File: config.mk
export PLATFORM = sky130hd
export DESIGN_NAME = core_matrix_seq_flat
export DESIGN_NICKNAME = d
export VERILOG_FILES = /design/src/rtl/core_matrix_seq_if.sv /design/src/rtl/core_matrix_seq.sv /design/src/flat_wrapper.sv
export SDC_FILE = /design/constraint.sdc
export NUM_CORES = 1
export LEC_CHECK = 0
export CORE_MARGIN = 10
export CORE_UTILIZATION = 35
export DETAILED_ROUTE_END_ITERATION = 12
export PLACE_DENSITY = 0.64
export SLEW_MARGIN = 20
export SYNTH_ARGS = -nofsm -noshare
export SYNTH_HDL_FRONTEND = slang
export SYNTH_SLANG_ARGS = --single-unit
File: constraint.sdc
create_clock -name clk -period 2.9 [get_ports clk]
set_input_delay 0.29 -clock clk [delete_from_list [all_inputs] [get_ports clk]]
set_output_delay 0.29 -clock clk [all_outputs]
set_load 0.005 [all_outputs]
File: src/rtl/core_matrix_seq_if.sv
// ============================================================================
//  Module      : core_matrix_seq_if
//  Description : AXI-lite style access bus between the register slave and
//                core_matrix_seq. The master drives write/read requests.
//                The slave returns registered read data.
//  Revision    : 1.0  initial release
// ============================================================================
`default_nettype none

interface core_matrix_seq_if;
  logic        wready;
  logic [31:0] wr_addr;
  logic [31:0] wdata;
  logic        rd_en;
  logic [31:0] rd_addr;
  logic [31:0] rdata;
  logic        rvalid;

  modport master (
    output wready, wr_addr, wdata, rd_en, rd_addr,
    input  rdata, rvalid
  );

  modport slave (
    input  wready, wr_addr, wdata, rd_en, rd_addr,
    output rdata, rvalid
  );
endinterface

`default_nettype wire

File: src/rtl/core_matrix_seq.sv
// ============================================================================
//  Module      : core_matrix_seq
//  Description : Clocked control front-end for the NxN coupled-oscillator core.
//                It decodes weight and control accesses into registered
//                one-hot column/shorted-cell write strobes. It also runs the
//                solve sequence: hold the Ising reset, anneal, settle, and
//                then capture the synchronised spins.
//  Revision    : 1.0  initial release
// ============================================================================
`default_nettype none

module core_matrix_seq #(
  parameter int         N           = 8,
  parameter int         NUM_WEIGHTS = 5,
  parameter logic [7:0] CTRL_MASK   = 8'hC0,
  parameter logic [7:0] WEIGHT_MASK = 8'h00,
  parameter int         RST_CYCLES  = 16,
  parameter int         CNT_W       = 32
) (
  input  wire logic                   clk,
  input  wire logic                   axi_rstn,
  core_matrix_seq_if.slave            bus,
  output logic [N-1:0]                w_col_we,
  output logic [N-1:0]                w_sh_we,
  output logic [10:0]                 w_s_addr,
  output logic [10:0]                 w_d_addr,
  output logic [NUM_WEIGHTS-1:0]      w_data,
  input  wire logic [31:0]            w_rdata_in,
  input  wire logic [N-1:0]           spins_in,
  output logic                        ising_rstn,
  output logic                        busy,
  output logic                        done
);

  localparam int          c_nspw     = (N + 31) / 32;
  localparam logic [N-1:0] c_one     = {{(N-1){1'b0}}, 1'b1};
  localparam logic [31:0] c_bad_addr = 32'hDEADBEEF;

  typedef enum logic [2:0] {
    S_IDLE   = 3'd0,
    S_RESET  = 3'd1,
    S_ANNEAL = 3'd2,
    S_SETTLE = 3'd3,
    S_DONE   = 3'd4
  } state_t;

  state_t                 r_state, w_state_nxt;
  logic [CNT_W-1:0]       r_cnt, w_cnt_nxt;
  logic                   r_busy, r_done, r_ising;
  logic [CNT_W-1:0]       r_anneal;
  logic [CNT_W-1:0]       w_anneal_eff;
  logic                   r_wr_err;
  logic [N-1:0]           r_sync1, r_sync2, r_spins;
  logic [N-1:0]           r_col_we, r_sh_we;
  logic [10:0]            r_s_addr, r_d_addr;
  logic [NUM_WEIGHTS-1:0] r_data;
  logic                   r_rvalid, r_rd_wt;
  logic [31:0]            r_rdata;

  logic [31:0]            w_addr;
  logic [10:0]            w_s, w_d, w_k;
  logic [7:0]             w_off;
  logic                   w_is_wt, w_is_ctrl, w_in_range;
  logic                   w_start, w_abort;
  logic [5:0]             w_m;
  logic [c_nspw*32-1:0]   w_spins_pad;
  logic [31:0]            w_ctrl_rdata;

  // Address decode shared by writes and reads; a write owns the decoder when both are present.
  always_comb begin
    w_addr     = bus.wready ? bus.wr_addr : bus.rd_addr;
    w_s        = w_addr[12:2];
    w_d        = w_addr[23:13];
    w_off      = w_addr[7:0];
    w_is_wt    = (w_addr[31:24] == WEIGHT_MASK);
    w_is_ctrl  = !w_is_wt && (w_addr[31:24] == CTRL_MASK);
    w_in_range = ({1'b0, w_s} < 12'(N)) && ({1'b0, w_d} < 12'(N));
    if (w_s >= w_d) begin
      w_k = w_s - w_d;
    end else begin
      w_k = 11'(12'(w_s) + 12'(N) - 12'(w_d));
    end
    w_abort      = bus.wready && w_is_ctrl && (w_off == 8'h00) && bus.wdata[1];
    w_start      = bus.wready && w_is_ctrl && (w_off == 8'h00) && bus.wdata[0] && !bus.wdata[1];
    w_anneal_eff = (r_anneal == '0) ? CNT_W'(1) : r_anneal;
  end

  // Control register read mux, including the zero-padded captured spin words.
  always_comb begin
    w_spins_pad        = '0;
    w_spins_pad[N-1:0] = r_spins;
    w_m                = w_off[7:2] - 6'd4;
    w_ctrl_rdata       = c_bad_addr;
    case (w_off)
      8'h00:   w_ctrl_rdata = 32'h0;
      8'h04:   w_ctrl_rdata = 32'(r_anneal);
      8'h08:   w_ctrl_rdata = {29'b0, r_wr_err, r_done, r_busy};
      default: begin
        if ((w_off >= 8'h10) && (w_off[1:0] == 2'b00) && (int'(w_m) < c_nspw)) begin
          w_ctrl_rdata = w_spins_pad[int'(w_m)*32 +: 32];
        end
      end
    endcase
  end

  // Run sequence next state; abort overrides everything, start only acts from IDLE or DONE.
  always_comb begin
    w_state_nxt = r_state;
    w_cnt_nxt   = r_cnt;
    case (r_state)
      S_IDLE, S_DONE: begin
        if (w_start) begin
          w_state_nxt = S_RESET;
          w_cnt_nxt   = CNT_W'(RST_CYCLES);
        end
      end
      S_RESET: begin
        if (r_cnt == CNT_W'(1)) begin
          w_state_nxt = S_ANNEAL;
          w_cnt_nxt   = w_anneal_eff;
        end else begin
          w_cnt_nxt = r_cnt - CNT_W'(1);
        end
      end
      S_ANNEAL: begin
        if (r_cnt == CNT_W'(1)) begin
          w_state_nxt = S_SETTLE;
          w_cnt_nxt   = CNT_W'(2);
        end else begin
          w_cnt_nxt = r_cnt - CNT_W'(1);
        end
      end
      S_SETTLE: begin
        if (r_cnt == CNT_W'(1)) begin
          w_state_nxt = S_DONE;
        end else begin
          w_cnt_nxt = r_cnt - CNT_W'(1);
        end
      end
      default: w_state_nxt = S_IDLE;
    endcase
    if (w_abort) begin
      w_state_nxt = S_IDLE;
    end
  end

  // State register; status outputs are registered so the array reset is glitch-free.
  always_ff @(posedge clk or negedge axi_rstn) begin
    if (!axi_rstn) begin
      r_state <= S_IDLE;
      r_cnt   <= '0;
      r_busy  <= 1'b0;
      r_done  <= 1'b0;
      r_ising <= 1'b0;
    end else begin
      r_state <= w_state_nxt;
      r_cnt   <= w_cnt_nxt;
      r_busy  <= (w_state_nxt == S_RESET) || (w_state_nxt == S_ANNEAL) || (w_state_nxt == S_SETTLE);
      r_done  <= (w_state_nxt == S_DONE);
      r_ising <= (w_state_nxt == S_ANNEAL) || (w_state_nxt == S_SETTLE) || (w_state_nxt == S_DONE);
    end
  end

  // Two-flop spin synchroniser and capture on the SETTLE to DONE transition.
  always_ff @(posedge clk or negedge axi_rstn) begin
    if (!axi_rstn) begin
      r_sync1 <= '0;
      r_sync2 <= '0;
      r_spins <= '0;
    end else begin
      r_sync1 <= spins_in;
      r_sync2 <= r_sync1;
      if ((r_state == S_SETTLE) && (w_state_nxt == S_DONE)) begin
        r_spins <= r_sync2;
      end
    end
  end

  // Weight/control write path and registered read response.
  always_ff @(posedge clk or negedge axi_rstn) begin
    if (!axi_rstn) begin
      r_col_we <= '0;
      r_sh_we  <= '0;
      r_s_addr <= '0;
      r_d_addr <= '0;
      r_data   <= '0;
      r_anneal <= '0;
      r_wr_err <= 1'b0;
      r_rvalid <= 1'b0;
      r_rd_wt  <= 1'b0;
      r_rdata  <= '0;
    end else begin
      r_col_we <= '0;
      r_sh_we  <= '0;
      r_rvalid <= bus.rd_en;
      r_rd_wt  <= 1'b0;
      if (bus.wready) begin
        if (w_is_wt) begin
          if (w_in_range) begin
            if (r_busy) begin
              r_wr_err <= 1'b1;
            end else begin
              r_s_addr <= w_s;
              r_d_addr <= w_d;
              r_data   <= bus.wdata[NUM_WEIGHTS-1:0];
              if (w_k == 11'd0) begin
                r_sh_we <= c_one << w_s;
              end else begin
                r_col_we <= c_one << w_k;
              end
            end
          end
        end else if (w_is_ctrl) begin
          case (w_off)
            8'h04:   r_anneal <= bus.wdata[CNT_W-1:0];
            8'h08:   r_wr_err <= 1'b0;
            default: ;
          endcase
        end
      end
      if (bus.rd_en) begin
        if (bus.wready) begin
          r_rdata <= 32'h0;
        end else if (w_is_wt) begin
          if (w_in_range) begin
            // Array readback is combinational on the new index, so it is forwarded in the rvalid cycle.
            r_s_addr <= w_s;
            r_d_addr <= w_d;
            r_rd_wt  <= 1'b1;
            r_rdata  <= 32'h0;
          end else begin
            r_rdata <= c_bad_addr;
          end
        end else if (w_is_ctrl) begin
          r_rdata <= w_ctrl_rdata;
        end else begin
          r_rdata <= c_bad_addr;
        end
      end
    end
  end

  assign bus.rdata  = r_rd_wt ? w_rdata_in : r_rdata;
  assign bus.rvalid = r_rvalid;
  assign w_col_we   = r_col_we;
  assign w_sh_we    = r_sh_we;
  assign w_s_addr   = r_s_addr;
  assign w_d_addr   = r_d_addr;
  assign w_data     = r_data;
  assign ising_rstn = r_ising;
  assign busy       = r_busy;
  assign done       = r_done;

endmodule

`default_nettype wire
File: src/flat_wrapper.sv
// flat-port wrapper written by rule: the top's interface ports become plain ports
module core_matrix_seq_flat 
#(
  parameter int         N           = 8,
  parameter int         NUM_WEIGHTS = 5,
  parameter logic [7:0] CTRL_MASK   = 8'hC0,
  parameter logic [7:0] WEIGHT_MASK = 8'h00,
  parameter int         RST_CYCLES  = 16,
  parameter int         CNT_W       = 32
)
  (clk, axi_rstn, w_col_we, w_sh_we, w_s_addr, w_d_addr, w_data, w_rdata_in, spins_in, ising_rstn, busy, done, bus_wready, bus_wr_addr, bus_wdata, bus_rd_en, bus_rd_addr, bus_rdata, bus_rvalid);
  core_matrix_seq_if bus_i ();
  input  wire logic clk;
  input  wire logic axi_rstn;
  output logic [N-1:0] w_col_we;
  output logic [N-1:0] w_sh_we;
  output logic [10:0] w_s_addr;
  output logic [10:0] w_d_addr;
  output logic [NUM_WEIGHTS-1:0] w_data;
  input  wire logic [31:0] w_rdata_in;
  input  wire logic [N-1:0] spins_in;
  output logic ising_rstn;
  output logic busy;
  output logic done;
  input wire logic [$bits(bus_i.wready)-1:0] bus_wready;
  input wire logic [$bits(bus_i.wr_addr)-1:0] bus_wr_addr;
  input wire logic [$bits(bus_i.wdata)-1:0] bus_wdata;
  input wire logic [$bits(bus_i.rd_en)-1:0] bus_rd_en;
  input wire logic [$bits(bus_i.rd_addr)-1:0] bus_rd_addr;
  output wire logic [$bits(bus_i.rdata)-1:0] bus_rdata;
  output wire logic [$bits(bus_i.rvalid)-1:0] bus_rvalid;
  assign bus_i.wready = bus_wready;
  assign bus_i.wr_addr = bus_wr_addr;
  assign bus_i.wdata = bus_wdata;
  assign bus_i.rd_en = bus_rd_en;
  assign bus_i.rd_addr = bus_rd_addr;
  assign bus_rdata = bus_i.rdata;
  assign bus_rvalid = bus_i.rvalid;
  core_matrix_seq #(.N(N), .NUM_WEIGHTS(NUM_WEIGHTS), .CTRL_MASK(CTRL_MASK), .WEIGHT_MASK(WEIGHT_MASK), .RST_CYCLES(RST_CYCLES), .CNT_W(CNT_W)) u_core (.clk(clk), .axi_rstn(axi_rstn), .bus(bus_i), .w_col_we(w_col_we), .w_sh_we(w_sh_we), .w_s_addr(w_s_addr), .w_d_addr(w_d_addr), .w_data(w_data), .w_rdata_in(w_rdata_in), .spins_in(spins_in), .ising_rstn(ising_rstn), .busy(busy), .done(done));
endmodule
Word-level counts from Yosys, hierarchy flattened
Index checks and enable logic that the tools add are counted.
Widths: inputs -> output; s select.
- $add $sub $neg: 5
- bitwise gates (word level): 2
- reduce and logical (&&, ||, !) cells: 30
- shift-type cells: 3
- muxes and demuxes: 56
- magnitude comparators: 5
- equality and inequality tests: 16
- operators with widths (kind ; count):
    $mux 32 ; 12
    $mux 11 ; 17
    $pmux 32 s4 ; 1
    $pmux 32 s3 ; 1
    $mux 8 ; 10
    $eq 32x1->1 const B ; 1
    $logic_not 32->1 ; 1
    $shiftx 32x12->32 ; 1
    $sub 32x1->32 const B ; 1
    $lt 11x4->1 const B ; 2
    $shl 1x11->8 const A ; 2
    $sub 11x11->11 ; 2
    $logic_not 8->1 ; 2
    $mux 3 ; 5
    $eq 3x2->1 const B ; 4
    $pmux 3 s4 ; 1
    $add 11x4->11 const B ; 1
    $ge 11x11->1 ; 1
    $logic_not 11->1 ; 1
    $logic_and 1x1->1 ; 10
    $mux 1 ; 9
    $eq 8x3->1 const B ; 1
    $eq 8x4->1 const B ; 1
    $eq 8x8->1 const B ; 1
    18 further kinds ; 29
- bits of input ports: 140
- output and inout port bits: 79
- word-level logic and storage cells: 135
- register bits: 172

Longest topological paths before layout
- word-level depth: 14
- depth in mapped cells: 17
- gate-level depth less buffers: 13

Least setup slack after synthesis
No wires, ideal clock.
- path kind: input to register
- start: in bus_wready
- end: reg u_core.r_sh_we[0], in the netlist u_core.w_sh_we[0]
- stages on the path: 14
- path slack: -1.402 ns
- library setup time: 0.068 ns
- required time: 2.832 ns
- arrival: 4.234 ns
- buffers on the path: 5
- path through: buf_6 clkbuf_1 buf_2 buf_1 mux2i_1 ha_1 fa_1 o21ai_0 a31oi_1 or4b_2 a31o_2 o41ai_1 clkbuf_1 and4_1
- word-level cells in the longest chain between the ends: 10
- elaborated cells between the ends (all ways): 17
- classes of those cells: add/sub (3); order compare (3); shift (1); mux (7); reduce/logical (3)
- RTL lines (element ; line ; source):
    start: declaration ; flat_wrapper.sv:25 ; input wire logic [$bits(bus_i.wready)-1:0] bus_wready;
    $mux 32 ; core_matrix_seq.sv:71 ; w_addr = bus.wready ? bus.wr_addr : bus.rd_addr;
    $add 11x4->11 ; core_matrix_seq.sv:81 ; w_k = 11'(12'(w_s) + 12'(N) - 12'(w_d));
    $sub 11x11->11 ; core_matrix_seq.sv:81 ;
    $mux 11 ; core_matrix_seq.sv:78 ; if (w_s >= w_d) begin
    $logic_not 11->1 ; core_matrix_seq.sv:206 ; if (w_k == 11'd0) begin
    $mux 8 ; core_matrix_seq.sv:206 ;
    $mux 8 ; core_matrix_seq.sv:200 ; if (r_busy) begin
    $mux 8 ; core_matrix_seq.sv:199 ; if (w_in_range) begin
    $mux 8 ; core_matrix_seq.sv:198 ; if (w_is_wt) begin
    $mux 8 (*) ; core_matrix_seq.sv:197 ; if (bus.wready) begin
    end signal: assignment ; core_matrix_seq.sv:207 ; r_sh_we <= c_one << w_s;
    end: declaration ; core_matrix_seq.sv:54 ; logic [N-1:0] r_col_we, r_sh_we;
Mark *: on every way between the ends. The rest lies on a longest branch, timed or not.
A chain may end at the register's enable or synchronous reset.

Worst setup path after layout
- start: in bus_wready
- end: reg u_core.r_col_we[5], in the netlist u_core.w_col_we[5]
- word-level cells in the longest chain between the ends: 10
- elaborated cells between the ends (all ways): 17
- classes of those cells: add/sub (3); order compare (3); shift (1); mux (7); reduce/logical (3)
- RTL lines (element ; line ; source):
    $mux 32 ; core_matrix_seq.sv:71 ;
    $add 11x4->11 ; core_matrix_seq.sv:81 ;
    $sub 11x11->11 ; core_matrix_seq.sv:81 ;
    $mux 11 ; core_matrix_seq.sv:78 ;
    $logic_not 11->1 / $shl 1x11->8 (equally long branches) ; core_matrix_seq.sv:206, core_matrix_seq.sv:209 ;
    $mux 8 ; core_matrix_seq.sv:206 ;
    $mux 8 ; core_matrix_seq.sv:200 ;
    $mux 8 ; core_matrix_seq.sv:199 ;
    $mux 8 ; core_matrix_seq.sv:198 ;
    $mux 8 (*) ; core_matrix_seq.sv:197 ;
    end signal: assignment ; core_matrix_seq.sv:209 ; r_col_we <= c_one << w_k;
    end: declaration ; core_matrix_seq.sv:54 ;
Marked as above.

==> out/results.txt <==
DR pass1 iterations: 6
Top-area cell type share of the netlist area: 0.463
Antenna violations before repair: 2
Ports: 219
Port bufs: 218
Wire per inst: 18.7 um
Final instance area: 14400 um^2
Distinct cells, synth: 67
Max frequency: 339 MHz
Global-route wire length before repair: 49.8 mm
Final WL: 31.8 mm
Clock Tree Buf Depth: 2
Vias in the first global route: 9049
Post-route insts no fill: 1705
Final net count: 1526
DRC viols: 0
Register area share after synthesis: 0.463
Initial DRC Count: 668
Chip width: 183 um
Capturing element type of the critical path: flip-flop
Footprint of the multi-input gates: 5110 um^2
Post-DP Area: 13100 um^2
CP Launch Type: primary input
Syn avg cell area: 9.52 um^2
Failing checks: negative setup slack
Via count: 8784
Sw Share: 0.288
Fillers: 2292
Flop pwr share: 0.400
Worst-path maximum fanout: 8
CP Cell Sequence: buf_16 > mux2_4 > ha_4 > fa_2 > o21ai_2 > a31oi_1 > or4b_4 > a31o_4 > o41ai_4 > buf_6 > and4bb_2
H-tree depth: 4
Switch Pwr: 0.00176 W
Post-synth ARST share: 1.00
Area Overhead vs Synth: 55.0%
CP arrival: 3310 ps
Combinational power share: 0.223
FF/Latch Area: 4310 um^2
Power per Cell Area: 425 nW/um^2
CTS tree: built
CP top delay family: compound AO/OA/AOI/OAI gates
Flops & latches, synth: 172
Die Area: 33500 um^2
Tcrit/Tclk final: 1.02
FP Rows: 59
Crit-path slowest cell: fa_2
Int Pwr: 0.00436 W
Clock transition at path regs: 80 ps
Hold Slack: 284 ps
RSZ-0062 raised after global routing: yes
Critical path class: in2reg
Starting Density: 0.356
Hold Violations, Final: 0
Placed cells: 1641
Hold Crit Class: in2reg
Core area: 26100 um^2
Num Clock Sinks: 172
Tot GR Track Use: 0.186
Cell taking the most area after synthesis: dfrtp_1
Routed Antenna Nets: 0
Worst clock skew: 18.9 ps
Setup-failing EPs final: 9
TritonCTS Buffers: 17
Global placement routability congestion: 0.858
Max IR drop VDD: 0.000355 V
CP max stage delay: 560 ps
Mapped Cells: 977
Routed vias/inst: 5.15
Buf/Inv on CP: 2
Post-layout total power: 0.00613 W
Most common flop cell mapped by yosys: dfrtp_1
Total grt overflow: 0
Area of the mapped netlist: 9300 um^2
Status: finished, violations left
Die height: 183 um
Leakage: 6.45 nW
Final min period: 2950 ps
Post-synth EDFFs: 0
CP Data Required Time: 3260 ps
Share of layout cells above drive strength 1: 0.276
Largest net degree at the start of global routing: 65
Clk network pwr share: 0.377
Clock root buffer: clkbuf_16
Slew headroom: 0.583
Core Util, Final: 0.552
Maxcap violations: 0
Post-Syn Nets: 1148
Max Slew Vio Count: 0
Post-DP HPWL: 24.1 mm
Ranking of synthesized cells by area: dfrtp_1 46%, mux2_2 7.4%, o21ai_0 5.3%
Min setup slack post-route: -46.4 ps
Clock insertion delay at the later pin of the skew report: 440 ps
Yosys warning count: 0
Worst Tran Pin Value: 623 ps
## flip-flops by register name, indices dropped and copies added, names as in the netlist, 11 cells and up
register,count
u_core.r_cnt,32
u_core.r_anneal,32
u_core.r_rdata,32
u_core.w_s_addr,11
u_core.w_d_addr,11
## worst reg2reg max path, stage by stage, from the launching register on
cell and delay (ps):
dfrtp_1 380, or4_4 540, or4b_4 520, nor4bb_4 280, buf_4 170, nand3_2 90
or3_4 460, mux2_4 320
## area by class of cell
cell class / count / area share
antenna: 2 / 0.000347
clock buffer: 18 / 0.0298
clock inverter: 14 / 0.0115
inverter: 59 / 0.0157
multi-input combinational: 699 / 0.354
sequential: 172 / 0.299
tap: 335 / 0.0291
timing repair buffer: 406 / 0.261
## metal layers
layer,vias to the layer above,GRT usage,routed length [um]
met5,-,0,0
li1,4244,-,-
met4,0,0.0626,826
met1,4222,0.235,13600
met2,274,0.306,15500
met3,44,0.0441,1890
## timing repair
item,in CTS,in global routing
gates cloned,2,3
hold buffers,1,0
gates resized for setup,93,80
pin swaps,32,30
endpoints found under the hold margin,61,0
buffers inserted,18,7
setup endpoints to repair,51,76
## power by group through the flow
stage	logic [W]	registers [W]	clock network [W]
after floorplan	0.000512	0.00250	0
after global placement	0.00116	0.00250	0
after detailed placement	0.00118	0.00250	0
after CTS	0.00129	0.00245	0.00235
after global routing	0.00149	0.00246	0.00245
final	0.00137	0.00245	0.00231
## Yosys cell counts, drive strengths merged, types with 18 or more instances
library cell / n
mux2i: 18
o21ai: 98
nor3: 30
and2: 20
ha: 24
mux2: 62
inv: 59
o22ai: 28
nand2: 81
a21oi: 71
dfrtp: 172
clkbuf: 38
nor2: 75
## layout by cell type (no fill, tap or decap), types with 10 or more instances in the layout
cell and count:
a21oi_1 59, and2_1 19, and4_1 10, buf_4 161, buf_6 13, clkbuf_16 18
clkdlybuf4s50_1 187, dfrtp_1 171, dlygate4sd2_1 21, ha_1 12, inv_1 54, mux2_2 53
mux2i_1 12, nand2_1 80, nand2b_1 12, nand3_1 14, nor2_1 73, nor3_1 29
nor4_1 15, o21ai_0 80, o21ai_1 13, o22ai_1 27
## metrics by stage
step                setup WS (ps)  setup TNS (ps)
CTS                        -0.443          -0.443
detailed placement           -812          -47080
global placement             -725          -40510
floorplan                    -646          -10210
global route                 -131           -4300
finish                      -46.4            -186
## cell families (layout without fill, tap and decap cells)
group	Yosys count	after routing	synth area share
and+or+nand+nor	328	328	0.184
AOI/OAI and AO/OA	244	244	0.151
DFF	172	172	0.463
buffers and inverters	106	497	0.0448
muxes	80	80	0.0948
adders and majority gates	31	31	0.0473
xor gates and xnor gates	15	15	0.0141
other	1	3	0.000403
## path summary, 6_finish.rpt
check                           depth (start not counted)  slack, ps                  to               from
worst max register to register                          7         10   u_core.r_spins[4]   u_core.r_cnt[27]
worst min-delay path                                    1        280   u_core.r_sync1[5]        spins_in[5]
min in group asynchronous                               2        400    u_core.r_cnt[23]           axi_rstn
worst max-delay path                                   11        -50  u_core.w_col_we[5]         bus_wready
max in group asynchronous                               3       1790      u_core.r_rd_wt           axi_rstn
worst min register to register                          0        350   u_core.r_sync2[0]  u_core.r_sync1[0]
(Power assumes the default switching activity.)
